<file path="src/rtl/move_list_reader_pkg.sv">
// Shared move-RAM definitions: board geometry, RAM word packing and the
// reader FSM encoding.
package move_list_reader_pkg;

  localparam int PIECE_BITS        = 4;
  localparam int MAX_POSITIONS_DEF = 256;
  localparam int BOARD_BITS        = PIECE_BITS * 64;

  // RAM word layout from MSB to LSB: en_passant, castle, to_move, board.
  localparam int RAM_BOARD_LSB   = 0;
  localparam int RAM_TOMOVE_BIT  = BOARD_BITS;
  localparam int RAM_CASTLE_LSB  = BOARD_BITS + 1;
  localparam int RAM_EP_LSB      = BOARD_BITS + 5;
  localparam int RAM_WIDTH       = BOARD_BITS + 9;

  typedef struct packed {
    logic [3:0]            en_passant_col;
    logic [3:0]            castle_mask;
    logic                  white_to_move;
    logic [BOARD_BITS-1:0] board;
  } ram_entry_t;

  typedef enum logic [2:0] {
    ST_IDLE  = 3'd0,
    ST_ADDR  = 3'd1,
    ST_LATCH = 3'd2,
    ST_HOLD  = 3'd3,
    ST_CLEAR = 3'd4,
    ST_DRAIN = 3'd5
  } mlr_state_t;

  // An empty list has no last element, so cnt-1 is never formed for cnt==0.
  function automatic logic is_last_idx(input int unsigned n, input int unsigned cnt);
    return (cnt != 0) && (n == cnt - 1);
  endfunction

endpackage

</file>
<file path="src/rtl/move_list_reader.sv">
// Walks a completed move list out of the generator RAM and streams each
// position downstream, then releases the generator for the next list.
module move_list_reader
  import move_list_reader_pkg::*;
#(
  parameter int PIECE_WIDTH        = PIECE_BITS,
  parameter int SIDE_WIDTH         = PIECE_WIDTH * 8,
  parameter int BOARD_WIDTH        = SIDE_WIDTH * 8,
  parameter int MAX_POSITIONS      = MAX_POSITIONS_DEF,
  parameter int MAX_POSITIONS_LOG2 = $clog2(MAX_POSITIONS)
)(
  input  logic                          clk,
  input  logic                          reset,
  input  logic                          moves_ready,
  input  logic [MAX_POSITIONS_LOG2-1:0] move_count,
  input  logic [BOARD_WIDTH-1:0]        board_in,
  input  logic                          white_to_move_in,
  input  logic [3:0]                    castle_mask_in,
  input  logic [3:0]                    en_passant_col_in,
  output logic [MAX_POSITIONS_LOG2-1:0] move_index,
  output logic                          clear_moves,
  input  logic                          abort,
  output logic                          out_valid,
  input  logic                          out_ready,
  output logic [BOARD_WIDTH-1:0]        out_board,
  output logic                          out_white_to_move,
  output logic [3:0]                    out_castle_mask,
  output logic [3:0]                    out_en_passant_col,
  output logic [MAX_POSITIONS_LOG2-1:0] out_index,
  output logic                          out_last,
  output logic                          list_done,
  output logic                          list_empty
);

  mlr_state_t                    r_state;
  logic [MAX_POSITIONS_LOG2-1:0] r_n;
  logic [MAX_POSITIONS_LOG2-1:0] r_cnt;
  logic                          r_clear;
  logic                          r_valid;
  logic [BOARD_WIDTH-1:0]        r_board;
  logic                          r_wtm;
  logic [3:0]                    r_castle;
  logic [3:0]                    r_ep;
  logic [MAX_POSITIONS_LOG2-1:0] r_oidx;
  logic                          r_last;
  logic                          r_done;
  logic                          r_empty;

  logic [MAX_POSITIONS_LOG2-1:0] w_n_next;
  logic                          w_last;

  assign w_n_next = r_n + 1'b1;
  assign w_last   = is_last_idx(32'(r_n), 32'(r_cnt));

  always_ff @(posedge clk) begin
    if (reset) begin
      r_state  <= ST_IDLE;
      r_n      <= '0;
      r_cnt    <= '0;
      r_clear  <= 1'b0;
      r_valid  <= 1'b0;
      r_board  <= '0;
      r_wtm    <= 1'b0;
      r_castle <= '0;
      r_ep     <= '0;
      r_oidx   <= '0;
      r_last   <= 1'b0;
      r_done   <= 1'b0;
      r_empty  <= 1'b0;
    end else begin
      r_clear <= 1'b0;
      r_done  <= 1'b0;
      case (r_state)
        ST_IDLE: begin
          r_n <= '0;
          if (moves_ready) begin
            r_cnt   <= move_count;
            r_empty <= (move_count == '0);
            r_state <= (move_count == '0) ? ST_CLEAR : ST_ADDR;
          end
        end
        // move_index is stable this cycle; the RAM answers during LATCH.
        ST_ADDR: begin
          if (abort) begin
            r_valid <= 1'b0;
            r_state <= ST_CLEAR;
          end else begin
            r_state <= ST_LATCH;
          end
        end
        ST_LATCH: begin
          if (abort) begin
            r_valid <= 1'b0;
            r_state <= ST_CLEAR;
          end else begin
            r_board  <= board_in;
            r_wtm    <= white_to_move_in;
            r_castle <= castle_mask_in;
            r_ep     <= en_passant_col_in;
            r_oidx   <= r_n;
            r_last   <= w_last;
            r_valid  <= 1'b1;
            r_state  <= ST_HOLD;
          end
        end
        // Abort wins over a same-cycle handshake: nothing further is shown.
        ST_HOLD: begin
          if (abort) begin
            r_valid <= 1'b0;
            r_state <= ST_CLEAR;
          end else if (r_valid && out_ready) begin
            r_valid <= 1'b0;
            if (r_last) begin
              r_state <= ST_CLEAR;
            end else begin
              r_n     <= w_n_next;
              r_state <= ST_ADDR;
            end
          end
        end
        ST_CLEAR: begin
          r_clear <= 1'b1;
          r_done  <= 1'b1;
          r_state <= ST_DRAIN;
        end
        // Wait for the generator to drop moves_ready so a stale list is not reread.
        ST_DRAIN: begin
          if (!moves_ready) r_state <= ST_IDLE;
        end
        default: r_state <= ST_IDLE;
      endcase
    end
  end

  assign move_index         = r_n;
  assign clear_moves        = r_clear;
  assign out_valid          = r_valid;
  assign out_board          = r_board;
  assign out_white_to_move  = r_wtm;
  assign out_castle_mask    = r_castle;
  assign out_en_passant_col = r_ep;
  assign out_index          = r_oidx;
  assign out_last           = r_last;
  assign list_done          = r_done;
  assign list_empty         = r_empty;

endmodule

</file>
<file path="config.mk">
export PLATFORM = sky130hd
export DESIGN_NAME = move_list_reader
export DESIGN_NICKNAME = d
export VERILOG_FILES = /design/src/rtl/move_list_reader_pkg.sv /design/src/rtl/move_list_reader.sv
export SDC_FILE = /design/constraint.sdc
export NUM_CORES = 1
export LEC_CHECK = 0
export ABC_AREA = 0
export CAP_MARGIN = 10
export CORE_AREA = 2 2 220 222
export CTS_BUF_LIST = sky130_fd_sc_hd__clkbuf_2 sky130_fd_sc_hd__clkbuf_4 sky130_fd_sc_hd__clkbuf_8
export DETAILED_ROUTE_END_ITERATION = 12
export DIE_AREA = 0 0 222 224
export PLACE_DENSITY = 0.57
export SETUP_SLACK_MARGIN = 0.4
export SYNTH_ARGS = -nofsm -noshare
export SYNTH_HDL_FRONTEND = slang
export SYNTH_SLANG_ARGS = --single-unit
</file>
<file path="constraint.sdc">
create_clock -name clk -period 5.2 [get_ports clk]
set_input_delay 1.04 -clock clk [delete_from_list [all_inputs] [get_ports clk]]
set_output_delay 1.04 -clock clk [all_outputs]
set_load 0.1 [all_outputs]
</file>
==> metrics.md, run 1 <==
| Metric | Value |
|---|---|
| Peak supply drop | `0.188 mV` |
| Max-slew violation total from the final report | `0` |
| CTS Sinks | `296` |
| Synthesized netlist cell count | `1361` |
| Internal Pwr Total | `0.00389 W` |
| Starting density of the core | `0.227` |
| Static power due to leakage | `5.90 nW` |
| Residual antenna-violating net count after detailed routing | `0` |
| Routability congestion estimate from global placement | `0.816` |
| Net switching power | `0.00156 W` |
| Vias after detailed routing | `11000` |
| Pwr dens | `306 mW/mm2` |
| Buf+Inv Stages, Crit Path | `1` |
| Final antenna diode count | `0` |
| Distinct cell type count after synthesis | `41` |
| Number of buffers on the longest clock path | `3` |
| Delay of the slowest cell on the worst path | `1.24 ns` |
| Number of max-capacitance violations reported | `0` |
| Remaining design rule violation count | `0` |
| Worst endpoint data arrival time | `2.41 ns` |
| Tightest Pin Transition | `1.09 ns` |
| RSZ-0062 raised after global routing | `no` |
| Number of enable flip-flop cells after synthesis | `0` |
| Worst Hold Launch | `out_board[57]$_SDFFE_PP0P_` |
| Floorplan die height | `224 um` |
| CTS H-Tree Depth | `2` |
| Aggregate negative setup slack | `0 ns` |
| DP Worst Slack | `1.71 ns` |
| Post-detail-place hpwl | `28400 um` |
| Inserted Clock Buffers | `53` |
| Number of rows in the core area | `80` |
| Register bit total from synthesis | `296` |
| Number of buffers added to fix hold violations after cts | `0` |
| Width of the chip | `222 um` |
| Vias per cell | `4.33` |
| Power share of the clock group | `0.405` |
| Type of the worst min-delay path | `flop to flop` |
| Global router's overall resource usage | `0.152` |
| Nets in the synthesized netlist | `1642` |
| Clock latency of the later-clocked register in the worst-skew pair | `0.60 ns` |
| RR Startpoint | `r_state[2]$_SDFFE_PP0P_` |
| First-pass DRT Iterations | `4` |
| Core occupancy in the finished layout | `0.376` |
| Max Clock Freq | `290 MHz` |
| Largest net degree at the start of global routing | `155` |
| Critical-path maximum fanout | `8` |
| Post-CTS Setup Inserts | `0` |
| Crit Reg-Reg Endpoint | `out_board[157]$_SDFFE_PP0P_` |
| Final period demand of the worst path | `3.45 ns` |
| Synthesis-to-finish area growth | `65.8%` |
| FF-to-FF setup slack | `2.68 ns` |
| Clock slew at reported path FFs | `0.07 ns` |
| Count of non-filler cells in the finished layout | `2531` |
| Cell Area, Synth | `0.0107 mm2` |
| Dominant delay contributor by cell family on the critical path | `buffers and inverters` |
| Crit Path Class | `flop to output pin` |
| Worst hold slack | `0.451 ns` |
| Required @ worst endpoint | `4.16 ns` |
| Slowest cell on the critical path | `clkdlybuf4s50_1` |
| Wire length of the first global-routing pass | `60400 um` |
| Cells on worst reg2reg path | `5` |
| Share of final-layout standard cells stronger than drive strength 1 | `0.0548` |
| CP cell instances | `clkdlybuf4s50_1` |
| Smallest setup slack after layout | `1.75 ns` |
| Post-cts sizing count | `0` |
| Comb power frac | `0.161` |
| Sort of element at the end of the critical path | `output pin` |
| Vias in the first global route | `10600` |
| Starting DRC count in detailed routing | `537` |
| End point of the worst hold path | `out_board[57]$_SDFFE_PP0P_` |
| Filler cells | `4908` |
| Setup violators final | `0` |
| Drt wl/cell | `15.8 um` |
| Sequential area share after synthesis | `0.552` |
| Final number of hold-violating endpoints | `0` |
| Synthesized area per cell | `7.88 um2` |
| Final net count | `2163` |
| Buffers added on ports | `563` |
| CORE AREA | `0.0473 mm2` |
| Most used flip-flop cell after synthesis | `dfxtp_1` |
| Clock tree from TritonCTS | `yes` |
| Number of antenna violations at the first check in global routing | `1` |
| Setup clock skew after layout | `0.0158 ns` |
| Count of yosys warnings during synthesis | `0` |
| Routed WL | `40000 um` |
| I/O pin cnt | `564` |
| Total congestion overflow | `0` |
| Root Driver | `clkbuf_8` |
| Switching Share | `0.286` |
| Status | `completed` |
| Depth of the worst hold-timing path | `2` |
| Share of the clock period used by the worst path | `0.663` |
| Area of the die | `0.0497 mm2` |
| Placed Cells | `2442` |
| Kind of start point of the critical path | `flop` |
| Fraction of registers with async set/reset | `0` |
| Share of total power in sequential cells | `0.434` |
| Worst-case headroom to the max-slew limit | `0.274` |
state kept, by name, indices dropped and copies added (netlist names), 3 cells and up:
name / flops
move_index: 8
out_en_passant_col: 4
out_board: 256
out_castle_mask: 4
out_index: 8
r_state: 3
r_cnt: 8
area by class of cell:
cell class,instances,area [um2],area share
tap,615,769,0.0433
inverter,3,11.3,0.000633
sequential,296,5930,0.333
clock buffer,81,1020,0.0574
timing repair buffer,572,5770,0.324
clock inverter,8,51.3,0.00288
multi-input combinational,956,4240,0.238
layout by cell type (no fill, tap or decap), types with 2 or more instances in the layout:
master	count
ha_1	3
dfxtp_1	296
nor2_1	16
o21ai_0	4
clkinv_2	4
nor4_1	6
nand2_1	573
buf_12	5
nor3b_1	2
clkbuf_8	67
o31ai_1	2
nand4_1	2
buf_4	4
inv_1	3
clkdlybuf4s50_1	562
a21oi_1	292
and4_1	2
and2_1	2
xnor2_1	12
o22ai_1	2
or2_2	2
nand3_1	6
a221oi_1	2
clkbuf_4	15
clkinvlp_4	3
nor3_1	8
xor2_1	4
logic make-up after synthesis:
| group | after synthesis | share of synthesized area |
|---|---|---|
| multiplexers | 1 | 0.000933 |
| AO/OA/AOI/OAI | 309 | 0.148 |
| buffers and inverters | 109 | 0.0527 |
| XOR/XNOR | 16 | 0.0131 |
| adder cells (fa/ha/maj) | 3 | 0.00350 |
| AND/OR/NAND/NOR | 627 | 0.229 |
| flip-flops | 296 | 0.552 |
how the worst max path moves through the flow:
stage                                  endpoint  slack [ns]                        from  cells after the start
finish                            move_index[3]        1.75  move_index[3]$_SDFFE_PP0P_                      1
global route                      move_index[3]        1.61  move_index[3]$_SDFFE_PP0P_                      1
CTS                               move_index[3]        1.66  move_index[3]$_SDFFE_PP0P_                      1
detailed placement  out_board[157]$_SDFFE_PP0P_        1.71                       abort                      6
global placement    out_board[234]$_SDFFE_PP0P_        1.77                       abort                      6
floorplan           out_board[166]$_SDFFE_PP0P_        2.71                       abort                      8
cells in the mapped netlist (all sizes together) (4+ instances only):
cell / n / share of area
nand2: 573 / 0.20
nand3: 6 / 0.0028
nor3: 8 / 0.0037
dfxtp: 296 / 0.55
xnor2: 12 / 0.0098
xor2: 4 / 0.0033
clkbuf: 43 / 0.015
nor4: 6 / 0.0035
buf: 63 / 0.037
nor2: 17 / 0.0066
a21oi: 292 / 0.14
o21ai: 4 / 0.0019
worst min-delay path: stages (launching register included):
cell and delay (ns):
dfxtp_1 0.30, nand2_1 0.05, a21oi_1 0.05
through the flow:
step                power [W]  cell area (um2)
floorplan             0.00294            10700
global placement      0.00329            16700
detailed placement    0.00329            16700
CTS                   0.00554            17800
global route          0.00570            17800
finish                0.00545            17800
power groups by stage:
stage / sequential (W) / clock, W / combinational (W)
global placement: 0.00241 / 0 / 0.000875
CTS: 0.00236 / 0.00230 / 0.000884
floorplan: 0.00272 / 0 / 0.000216
finish: 0.00236 / 0.00221 / 0.000877
detailed placement: 0.00241 / 0 / 0.000880
global route: 0.00237 / 0.00240 / 0.000927
metal layers:
layer | wire length, um | GRT usage | vias to the layer above
met4 | 908 | 0.0477 | 2
met2 | 19900 | 0.270 | 407
li1 | - | - | 5442
met3 | 3220 | 0.0578 | 66
met1 | 15900 | 0.169 | 5044
met5 | 13 | 0 | -
No activity file was read; power rests on OpenSTA's default activity.
==> run 2, diff against run 1 <==
--- a/config.mk
+++ b/config.mk
@@ -7,10 +7,10 @@
 export LEC_CHECK = 0
 export ABC_AREA = 0
 export CAP_MARGIN = 10
-export CORE_AREA = 2 2 220 222
+export CORE_AREA = 2 2 221 223
 export CTS_BUF_LIST = sky130_fd_sc_hd__clkbuf_2 sky130_fd_sc_hd__clkbuf_4 sky130_fd_sc_hd__clkbuf_8
 export DETAILED_ROUTE_END_ITERATION = 12
-export DIE_AREA = 0 0 222 224
+export DIE_AREA = 0 0 223 225
 export PLACE_DENSITY = 0.57
 export SETUP_SLACK_MARGIN = 0.4
 export SYNTH_ARGS = -nofsm -noshare
==> constraint.sdc (replaced) <==
create_clock -name clk -period 3.6 [get_ports clk]
set_input_delay 0.72 -clock clk [delete_from_list [all_inputs] [get_ports clk]]
set_output_delay 0.72 -clock clk [all_outputs]
set_load 0.1 [all_outputs]
==> run 2 against run 1 <==
Net effect:
- highest routed layer is now met4
- worst setup slack got worse by 1.0 ns
- combinational power rose by 44%
- sequential power rose by 45%
- design area rose by 0.17%
- largest cell class unchanged
- clock power rose by 54%
- wire length rose by 0.13%
==> metrics.md, run 2 (same netlist as run 1, synthesis figures left out) <==
| Metric | Value |
|---|---|
| Status | `completed` |
| Residual antenna-violating net count after detailed routing | `0 (unchanged)` |
| Root Driver | `clkbuf_8` |
| Aggregate negative setup slack | `0 ns (unchanged)` |
| Commonest non-fill, non-tap cell in the layout | `nand2_1` |
| Kind of start point of the critical path | `flop` |
| Routability congestion estimate from global placement | `0.761 (-6.7%)` |
| Starting density of the core | `0.226 (-0.000954)` |
| Dominant delay contributor by cell family on the critical path | `buffers and inverters` |
| Width of the chip | `223 um (+0.45%)` |
| Wire length of the first global-routing pass | `60200 um (-0.34%)` |
| Largest net degree at the start of global routing | `149 (-3.9%)` |
| Synthesis-to-finish area growth | `66.1%` |
| First-pass DRT Iterations | `5 (+1)` |
| Setup violators final | `0 (unchanged)` |
| CTS Sinks | `296 (unchanged)` |
| Share of final-layout standard cells stronger than drive strength 1 | `0.0647 (+0.00992)` |
| CORE AREA | `0.0475 mm2 (+0.42%)` |
| Post-detail-place hpwl | `28000 um (-1.3%)` |
| Total congestion overflow | `0 (unchanged)` |
| Peak supply drop | `0.281 mV (+49%)` |
| Final number of hold-violating endpoints | `0 (unchanged)` |
| Count of non-filler cells in the finished layout | `2532 (+0.040%)` |
| Share of the clock period used by the worst path | `0.797` |
| Vias in the first global route | `10900 (+3.2%)` |
| Type of the worst min-delay path | `flop to flop` |
| Multi-input logic area | `0.00424 mm2 (unchanged)` |
| Placed Cells | `2440 (-0.082%)` |
| Clock tree from TritonCTS | `yes` |
| Highest-count cells in the layout ignoring fill and taps | `573 x nand2_1, 543 x clkdlybuf4s50_1, 296 x dfxtp_1` |
| Clock slew at reported path FFs | `0.06 ns (about the same)` |
| Final net count | `2160 (-0.14%)` |
| Crit Path Class | `flop to output pin` |
| CP cell instances | `clkdlybuf4s50_1` |
| Routed WL | `40100 um (+0.13%)` |
| Worst endpoint data arrival time | `2.15 ns (-0.26 ns)` |
| Critical-path maximum fanout | `4 (-4)` |
| DP Worst Slack | `0.646 ns (-1.06 ns)` |
| Required @ worst endpoint | `2.88 ns (-1.28 ns)` |
| Number of rows in the core area | `80 (unchanged)` |
| Buffers added on ports | `563 (unchanged)` |
| Floorplan die height | `225 um (+0.45%)` |
| Vias after detailed routing | `11000 (+0.39%)` |
| Filler cells | `4985 (+1.6%)` |
| Design Area, Final | `0.0178 mm2 (+0.17%)` |
| Post-cts sizing count | `0 (unchanged)` |
| Worst-case headroom to the max-slew limit | `0.289 (+0.0149)` |
| Number of antenna violations at the first check in global routing | `1 (unchanged)` |
| Largest register FFs | `256 (unchanged)` |
| Inserted Clock Buffers | `52 (-1.9%)` |
| Post-CTS Setup Inserts | `0 (unchanged)` |
| I/O pin cnt | `564 (unchanged)` |
| Delay of the slowest cell on the worst path | `1.17 ns (-0.07 ns)` |
| Number of buffers on the longest clock path | `3 (unchanged)` |
| Buf+Inv Stages, Crit Path | `1 (unchanged)` |
| Area of the die | `0.0502 mm2 (+0.90%)` |
| Placed Area | `0.0167 mm2 (-0.30%)` |
| Starting DRC count in detailed routing | `516 (-3.9%)` |
| Final period demand of the worst path | `2.87 ns` |
| Slowest cell on the critical path | `clkdlybuf4s50_1` |
| Number of buffers added to fix hold violations after cts | `0 (unchanged)` |
| Static power due to leakage | `5.99 nW (+1.4%)` |
| Sequential cell area | `0.00593 mm2 (unchanged)` |
| Number of max-capacitance violations reported | `0 (unchanged)` |
| Vias per cell | `4.35 (+0.35%)` |
| Smallest setup slack after layout | `0.732 ns (-1.02 ns)` |
| Tightest Pin Transition | `1.06 ns (-0.0222 ns)` |
| Remaining design rule violation count | `0 (unchanged)` |
| RSZ-0062 raised after global routing | `no` |
| Global router's overall resource usage | `0.151 (-0.00170)` |
| Pwr dens | `454 mW/mm2 (+48%)` |
| Setup clock skew after layout | `0.00832 ns (-0.00747 ns)` |
| Max Clock Freq | `349 MHz` |
| Clock latency of the later-clocked register in the worst-skew pair | `0.59 ns (about the same)` |
| Sort of element at the end of the critical path | `output pin` |
| CTS H-Tree Depth | `2 (unchanged)` |
| Drt wl/cell | `15.8 um (about the same)` |
| Max-slew violation total from the final report | `0 (unchanged)` |
run 2: cell types whose count changed in the layout (fill, tap and decap cells not counted), sizes merged:
cell / change
buf: +17
bufinv: +2
clkbuf: +4
clkdlybuf4s50: -19
clkinv: -1
clkinvlp: -3
diode: +1
run 2: final timing paths:
check / slack [ns] / start / cells past startpoint / endpoint
min: 0.45 / out_board[34]$_SDFFE_PP0P_ / 2 / out_board[34]$_SDFFE_PP0P_
min reg2reg: 0.45 / out_board[34]$_SDFFE_PP0P_ / 2 / out_board[34]$_SDFFE_PP0P_
max reg2reg: 1.20 / r_state[2]$_SDFFE_PP0P_ / 5 / out_board[92]$_SDFFE_PP0P_
max: 0.73 / out_valid$_SDFFE_PP0P_ / 1 / out_valid
run 2: area by class of cell:
cell class / count / area share
tap: 615 / 0.0432
antenna: 1 / 0.000140
sequential: 296 / 0.333
multi-input combinational: 956 / 0.238
clock buffer: 85 / 0.0600
inverter: 3 / 0.000632
timing repair buffer: 570 / 0.321
clock inverter: 6 / 0.00449
run 2: power by group:
part / internal, W / leakage [nW] / total [W] / switching, W
clock: 0.00201 / 0.614 / 0.00341 / 0.00141
combinational: 0.000471 / 2.99 / 0.00126 / 0.000792
sequential: 0.00335 / 2.39 / 0.00342 / 0.0000607
run 2: metrics by stage:
step                      utilization  hold slack (ns)  power, W
after floorplan                     -            0.460   0.00424
after global placement          0.351            0.440   0.00474
after detailed placement        0.351            0.446   0.00475
after CTS                       0.375            0.454   0.00823
after global routing            0.375            0.466   0.00843
final                           0.375            0.451   0.00809
run 2: per-layer routing:
| metal | vias up | global-route usage | part of all wire |
|---|---|---|---|
| met2 | 416 | 0.259 | 0.47 |
| met3 | 94 | 0.0597 | 0.093 |
| met5 | - | 0 | 0 |
| met1 | 5041 | 0.165 | 0.40 |
| li1 | 5453 | - | - |
| met4 | 0 | 0.0645 | 0.037 |
==> run 3, diff against run 2 <==
--- a/config.mk
+++ b/config.mk
@@ -7,11 +7,11 @@
 export LEC_CHECK = 0
 export ABC_AREA = 0
 export CAP_MARGIN = 10
-export CORE_AREA = 2 2 221 223
+export CORE_AREA = 2 2 219 221
 export CTS_BUF_LIST = sky130_fd_sc_hd__clkbuf_2 sky130_fd_sc_hd__clkbuf_4 sky130_fd_sc_hd__clkbuf_8
 export DETAILED_ROUTE_END_ITERATION = 12
-export DIE_AREA = 0 0 223 225
-export PLACE_DENSITY = 0.57
+export DIE_AREA = 0 0 221 223
+export PLACE_DENSITY = 0.59
 export SETUP_SLACK_MARGIN = 0.4
 export SYNTH_ARGS = -nofsm -noshare
 export SYNTH_HDL_FRONTEND = slang
==> constraint.sdc (replaced) <==
create_clock -name clk -period 2.45 [get_ports clk]
set_input_delay 0.49 -clock clk [delete_from_list [all_inputs] [get_ports clk]]
set_output_delay 0.49 -clock clk [all_outputs]
set_load 0.1 [all_outputs]
==> run 3 against run 2 <==
Net effect:
- wire length fell by 3.8%
- clock skew grew 0.0044 ns
- sequential share of layout area up 0.83 points
- utilization fell by 0.58 points
- combinational power is 49% higher
- critical path type unchanged
- worst hold slack worse by 0.17 ns
- critical endpoint is now move_index[4]
- worst setup slack worse by 0.24 ns
- critical path depth is the same
- via count down 0.18%
- largest power group unchanged
- flip-flop and latch count did not move
- count of clock-buffer cells in the layout shrank 2
- design area is 2.4% lower
==> metrics.md, run 3 (same netlist as run 1, synthesis figures left out) <==
| Metric | Value |
|---|---|
| CORE AREA | `0.0471 mm2 (-0.84%)` |
| Status | `completed` |
| Clock latency of the later-clocked register in the worst-skew pair | `0.60 ns (about the same)` |
| CTS Sinks | `296 (unchanged)` |
| Number of buffers on the longest clock path | `3 (unchanged)` |
| Placed Area | `0.0163 mm2 (-2.3%)` |
| Total congestion overflow | `0 (unchanged)` |
| Inserted Clock Buffers | `54 (+3.8%)` |
| Sequential cell area | `0.00593 mm2 (about the same)` |
| Vias in the first global route | `10700 (-2.5%)` |
| Clock slew at reported path FFs | `0.05 ns (about the same)` |
| Setup violators final | `0 (unchanged)` |
| Largest register FFs | `256 (unchanged)` |
| Routability congestion estimate from global placement | `0.812 (+6.7%)` |
| Cells on worst reg2reg path | `5 (unchanged)` |
| Share of final-layout standard cells stronger than drive strength 1 | `0.217 (+0.152)` |
| RSZ-0062 raised after global routing | `no` |
| Floorplan die height | `223 um (-0.89%)` |
| Peak supply drop | `0.448 mV (+60%)` |
| Buf+Inv Stages, Crit Path | `1 (unchanged)` |
| Type of the worst min-delay path | `input pin to flop` |
| Starting DRC count in detailed routing | `528 (+2.3%)` |
| Commonest non-fill, non-tap cell in the layout | `nand2_1` |
| Starting density of the core | `0.228 (+0.00192)` |
| Max-slew violation total from the final report | `0 (unchanged)` |
| Tightest Pin Transition | `0.711 ns (-0.353 ns)` |
| Final antenna diode count | `0 (-1)` |
| Remaining design rule violation count | `0 (unchanged)` |
| Final number of hold-violating endpoints | `0 (unchanged)` |
| Vias after detailed routing | `11000 (-0.18%)` |
| Pwr dens | `672 mW/mm2 (+48%)` |
| Aggregate negative setup slack | `0 ns (unchanged)` |
| Design Area, Final | `0.0174 mm2 (-2.4%)` |
| Number of cells on the critical path | `1 (unchanged)` |
| CTS H-Tree Depth | `2 (unchanged)` |
| Post-detail-place hpwl | `28400 um (+1.3%)` |
| Worst-case headroom to the max-slew limit | `0.526 (+0.237)` |
| Global router's overall resource usage | `0.148 (-0.00228)` |
| Worst endpoint data arrival time | `1.47 ns (-0.68 ns)` |
| Final period demand of the worst path | `1.96 ns` |
| Number of rows in the core area | `80 (unchanged)` |
| Area of the die | `0.0493 mm2 (-1.8%)` |
| Largest net degree at the start of global routing | `129 (-13%)` |
| Final total power | `0.0117 W (+45%)` |
| Kind of start point of the critical path | `flop` |
| Depth of the worst hold-timing path | `2 (unchanged)` |
| Setup clock skew after layout | `0.0127 ns (+0.00438 ns)` |
| Share of the clock period used by the worst path | `0.799` |
| Dominant delay contributor by cell family on the critical path | `flip-flops` |
| Required @ worst endpoint | `1.96 ns (-0.92 ns)` |
| Routed WL | `38500 um (-3.8%)` |
| Crit Path Class | `flop to output pin` |
| Vias per cell | `4.29 (-1.2%)` |
| Multi-input logic area | `0.00424 mm2 (unchanged)` |
| Final net count | `2190 (+1.4%)` |
| Width of the chip | `221 um (-0.90%)` |
| Wire length of the first global-routing pass | `59100 um (-1.8%)` |
| I/O pin cnt | `564 (unchanged)` |
| Residual antenna-violating net count after detailed routing | `0 (unchanged)` |
| Highest-count cells in the layout ignoring fill and taps | `573 x nand2_1, 306 x buf_4, 293 x dfxtp_1` |
| Number of antenna violations at the first check in global routing | `0 (-1)` |
| Static power due to leakage | `6.67 nW (+11%)` |
| Clock tree from TritonCTS | `yes` |
| Sort of element at the end of the critical path | `output pin` |
| Root Driver | `clkbuf_8` |
| Filler cells | `4890 (-1.9%)` |
| Delay of the slowest cell on the worst path | `0.58 ns (-0.59 ns)` |
| Max Clock Freq | `511 MHz` |
| Number of max-capacitance violations reported | `0 (unchanged)` |
| Slowest cell on the critical path | `dfxtp_1` |
| Drt wl/cell | `15.1 um (-4.8%)` |
| Buffers added on ports | `563 (unchanged)` |
| Critical-path maximum fanout | `7 (+3)` |
| CP cell instances | `buf_6` |
| Synthesis-to-finish area growth | `62.1%` |
| First-pass DRT Iterations | `5 (unchanged)` |
==> run 3: changes by cell type in the layout (fill, tap and decap cells not counted), sizes merged <==
cell,previous run,this run
buf,26,321
bufinv,2,1
clkbuf,86,84
clkdlybuf4s50,543,276
clkinv,4,5
clkinvlp,0,1
diode,1,0
==> run 3: worst paths after layout <==
path | startpoint | end | slack [ns]
max | move_index[4]$_SDFFE_PP0P_ | move_index[4] | 0.49
min | reset | out_index[5]$_SDFFE_PP0P_ | 0.28
max reg2reg | r_state[1]$_SDFFE_PP0P_ | out_board[27]$_SDFFE_PP0P_ | 0.54
min reg2reg | out_board[85]$_SDFFE_PP0P_ | out_board[85]$_SDFFE_PP0P_ | 0.45
==> run 3: area by class of cell <==
cell class | count | share of cell area
clock buffers | 83 | 0.0599
clock inverters | 7 | 0.00360
inverters | 3 | 0.000647
multi-input cells | 956 | 0.244
flip-flops and latches | 296 | 0.341
well taps | 615 | 0.0442
repair buffers | 598 | 0.307
==> run 3: worst reg2reg max path, delay by kind of cell, from the launching register on <==
family	cells	cell delay [ns]
AND/OR/NAND/NOR	3	0.94
AO/OA/AOI/OAI	1	0.06
flip-flops	1	0.48
buffers and inverters	1	0.28
==> run 3: routing by layer <==
layer,track usage,up-vias,wire (um)
li1,-,5499,-
met1,0.170,5045,15600
met2,0.259,380,19000
met3,0.0522,60,3060
met4,0.0450,0,889
met5,0,-,0
==> run 3: through the flow <==
stage,util,std cells,setup slack [ns],hold WS (ns)
CTS,0.369,2558,0.409,0.208
detailed placement,0.345,2468,0.106,0.447
global placement,0.345,2468,0.128,0.442
global route,0.369,2558,0.411,0.235
floorplan,-,1361,0.396,0.460
finish,0.369,2558,0.492,0.280
==> run 3: power breakdown <==
group	switching (W)	total, W	internal [W]	leakage [nW]
Sequential	0.0000740	0.00501	0.00493	2.39
Clock	0.00203	0.00481	0.00278	0.589
Combinational	0.00118	0.00188	0.000695	3.70
==> run 3: repair_timing <==
item                                    4_1_cts  5_1_grt
gates resized for setup                       4        0
hold buffers                                  0        0
setup buffers                                 0        0
endpoints found under the setup margin        4        0
==> edit: new RTL, settings of run 2 <==
Change the package constant `MAX_POSITIONS_DEF` from 256 to 512.
--- a/src/rtl/move_list_reader_pkg.sv
+++ b/src/rtl/move_list_reader_pkg.sv
@@ -3,7 +3,7 @@
 package move_list_reader_pkg;
 
   localparam int PIECE_BITS        = 4;
-  localparam int MAX_POSITIONS_DEF = 256;
+  localparam int MAX_POSITIONS_DEF = 512;
   localparam int BOARD_BITS        = PIECE_BITS * 64;
 
   // RAM word layout from MSB to LSB: en_passant, castle, to_move, board.
Ports: changed (resized move_count, move_index and out_index); port bits go from 564 to 567. The function was not compared with the original's and may differ.
==> edit against run 2 <==
- total power grew 3.0%
- die area did not move
- clock skew is 0.015 ns higher
- sequential share of layout area is 0.49 points lower
- sequential cell count increased by 3
- synthesized area increased by 2.6%
- non-clock buffer count grew 21
- largest power group is now the clock network
- worst setup slack lost 0.074 ns
- maximum frequency is 2.5% lower
- cell count is 2.1% higher
- register-to-register slack improved by 0.16 ns
- wire length increased by 2.9%
- final area increased by 2.5%
==> edit: results (changes against run 2) <==
The total placed instance area is 0.0170 mm^2 (was 0.0167 mm^2). The power per standard cell area is 456 mW/mm^2 (was 454 mW/mm^2). The number of gates resized after CTS is 0 (unchanged). The hold path endpoint is out_board[92] (was out_board[34]). The combinational share of power came out at 16.2% (was 15.6%).

The flip-flop count of the largest register after layout came to 256 (unchanged). The pin count of the biggest net entering global routing is 113 (was 149). The worst slack at placement is 0.708 ns (was 0.646 ns). The clock network power share came to 42.3% (was 42.2%). The internal power contribution is 5.99 mW (was 5.83 mW). The launch instance of the worst min-delay path is out_board[92] (was out_board[34]). The highest clock rate came out at 0.340 GHz (was 0.349 GHz).

The data arrival time of the critical path came out at 2.22 ns (was 2.15 ns). The number of buffers inserted during clock tree synthesis is 55 (was 52). Top post-synthesis cells by count: nand2_1 (572), dfxtp_1 (299), a21oi_1 (291), clkbuf_1 (40), buf_2 (33) (was nand2_1 (573), dfxtp_1 (296), a21oi_1 (292), buf_2 (49), clkbuf_1 (42)).

Outcome: complete, no violations (unchanged). The vias per cell is 4.38 (was 4.35). The async set-or-reset flop fraction in the synthesized netlist came out at 0% (unchanged). The number of port buffers was 566 (was 563).

The detailed-placement wirelength estimate came to 30000 um (was 28000 um). The layout cell share with drive strength beyond 1 is 7.88% (was 6.47%). The placed instance count came out at 2485 (was 2440). The weighted congestion reported at the end of routability-driven placement came to 0.811 (was 0.761). The setup slack of the most critical reg-to-reg path is 1.36 ns (was 1.20 ns). The number of antenna violations at the first check in global routing came out at 2 (was 1).

The worst voltage drop across the vdd grid came to 258 uV (was 281 uV). The worst setup path startpoint is out_last (was out_valid). The global-route usage over all layers came out at 15.5% (was 15.1%). The slew at the pin closest to its max-slew limit came out at 1.06 ns (about the same).

The share of synthesized area occupied by flip-flops and latches came to 54.4% (was 55.2%). The longest individual stage delay on the worst path was 1.20 ns (was 1.17 ns). The end point of the critical path is out_last (was out_valid). The number of nets in the finished design came out at 2208 (was 2160). The largest clock skew in the final design is 0.0231 ns (was 0.00832 ns).

The worst flop-to-flop path endpoint is out_board[159] (was out_board[92]). The post-synthesis net count is 1664 (was 1642). The hold slack came out at 0.449 ns (was 0.451 ns). The number of vias in the routed layout is 11300 (was 11000). The via count of the first global-routing pass came out at 11300 (was 10900). The mean cell area of the mapped netlist is 7.96 um^2 (was 7.88 um^2). The clock network latency to the later pin of the worst-skew pair is 0.61 ns (was 0.59 ns). The total leakage power is 6.21 nW (was 5.99 nW).
## edit: layout make-up
class	count	area [um^2]
repair buffers	591	5920
fillers	4845	29300
clock inverters	9	95.1
diodes	2	5.00
well taps	615	769
clock buffers	89	1120
multi-input cells	975	4360
flip-flops and latches	299	5990
inverters	5	18.8
## edit: logic make-up (layout without fill, tap and decap cells)
| logic type | Yosys count | in the layout | synth area share, % |
|---|---|---|---|
| muxes | 1 | 1 | 0.0910 |
| AOI/OAI and AO/OA | 311 | 311 | 14.6 |
| adders and majority gates | 2 | 2 | 0.227 |
| and+or+nand+nor | 645 | 645 | 23.3 |
| buffers and inverters | 109 | 694 | 6.12 |
| DFF | 299 | 299 | 54.4 |
| other | 0 | 2 | 0 |
| xor gates and xnor gates | 16 | 16 | 1.27 |
## edit: routing by layer
metal	part of all wire [%]	wire [um]	vias up	GRT usage [%]
met4	2.6	1080	0	5.39
met5	0	0	-	0
met1	39	16200	5258	17.3
met3	9.5	3900	72	6.36
li1	-	-	5580	-
met2	49	20000	417	26.7
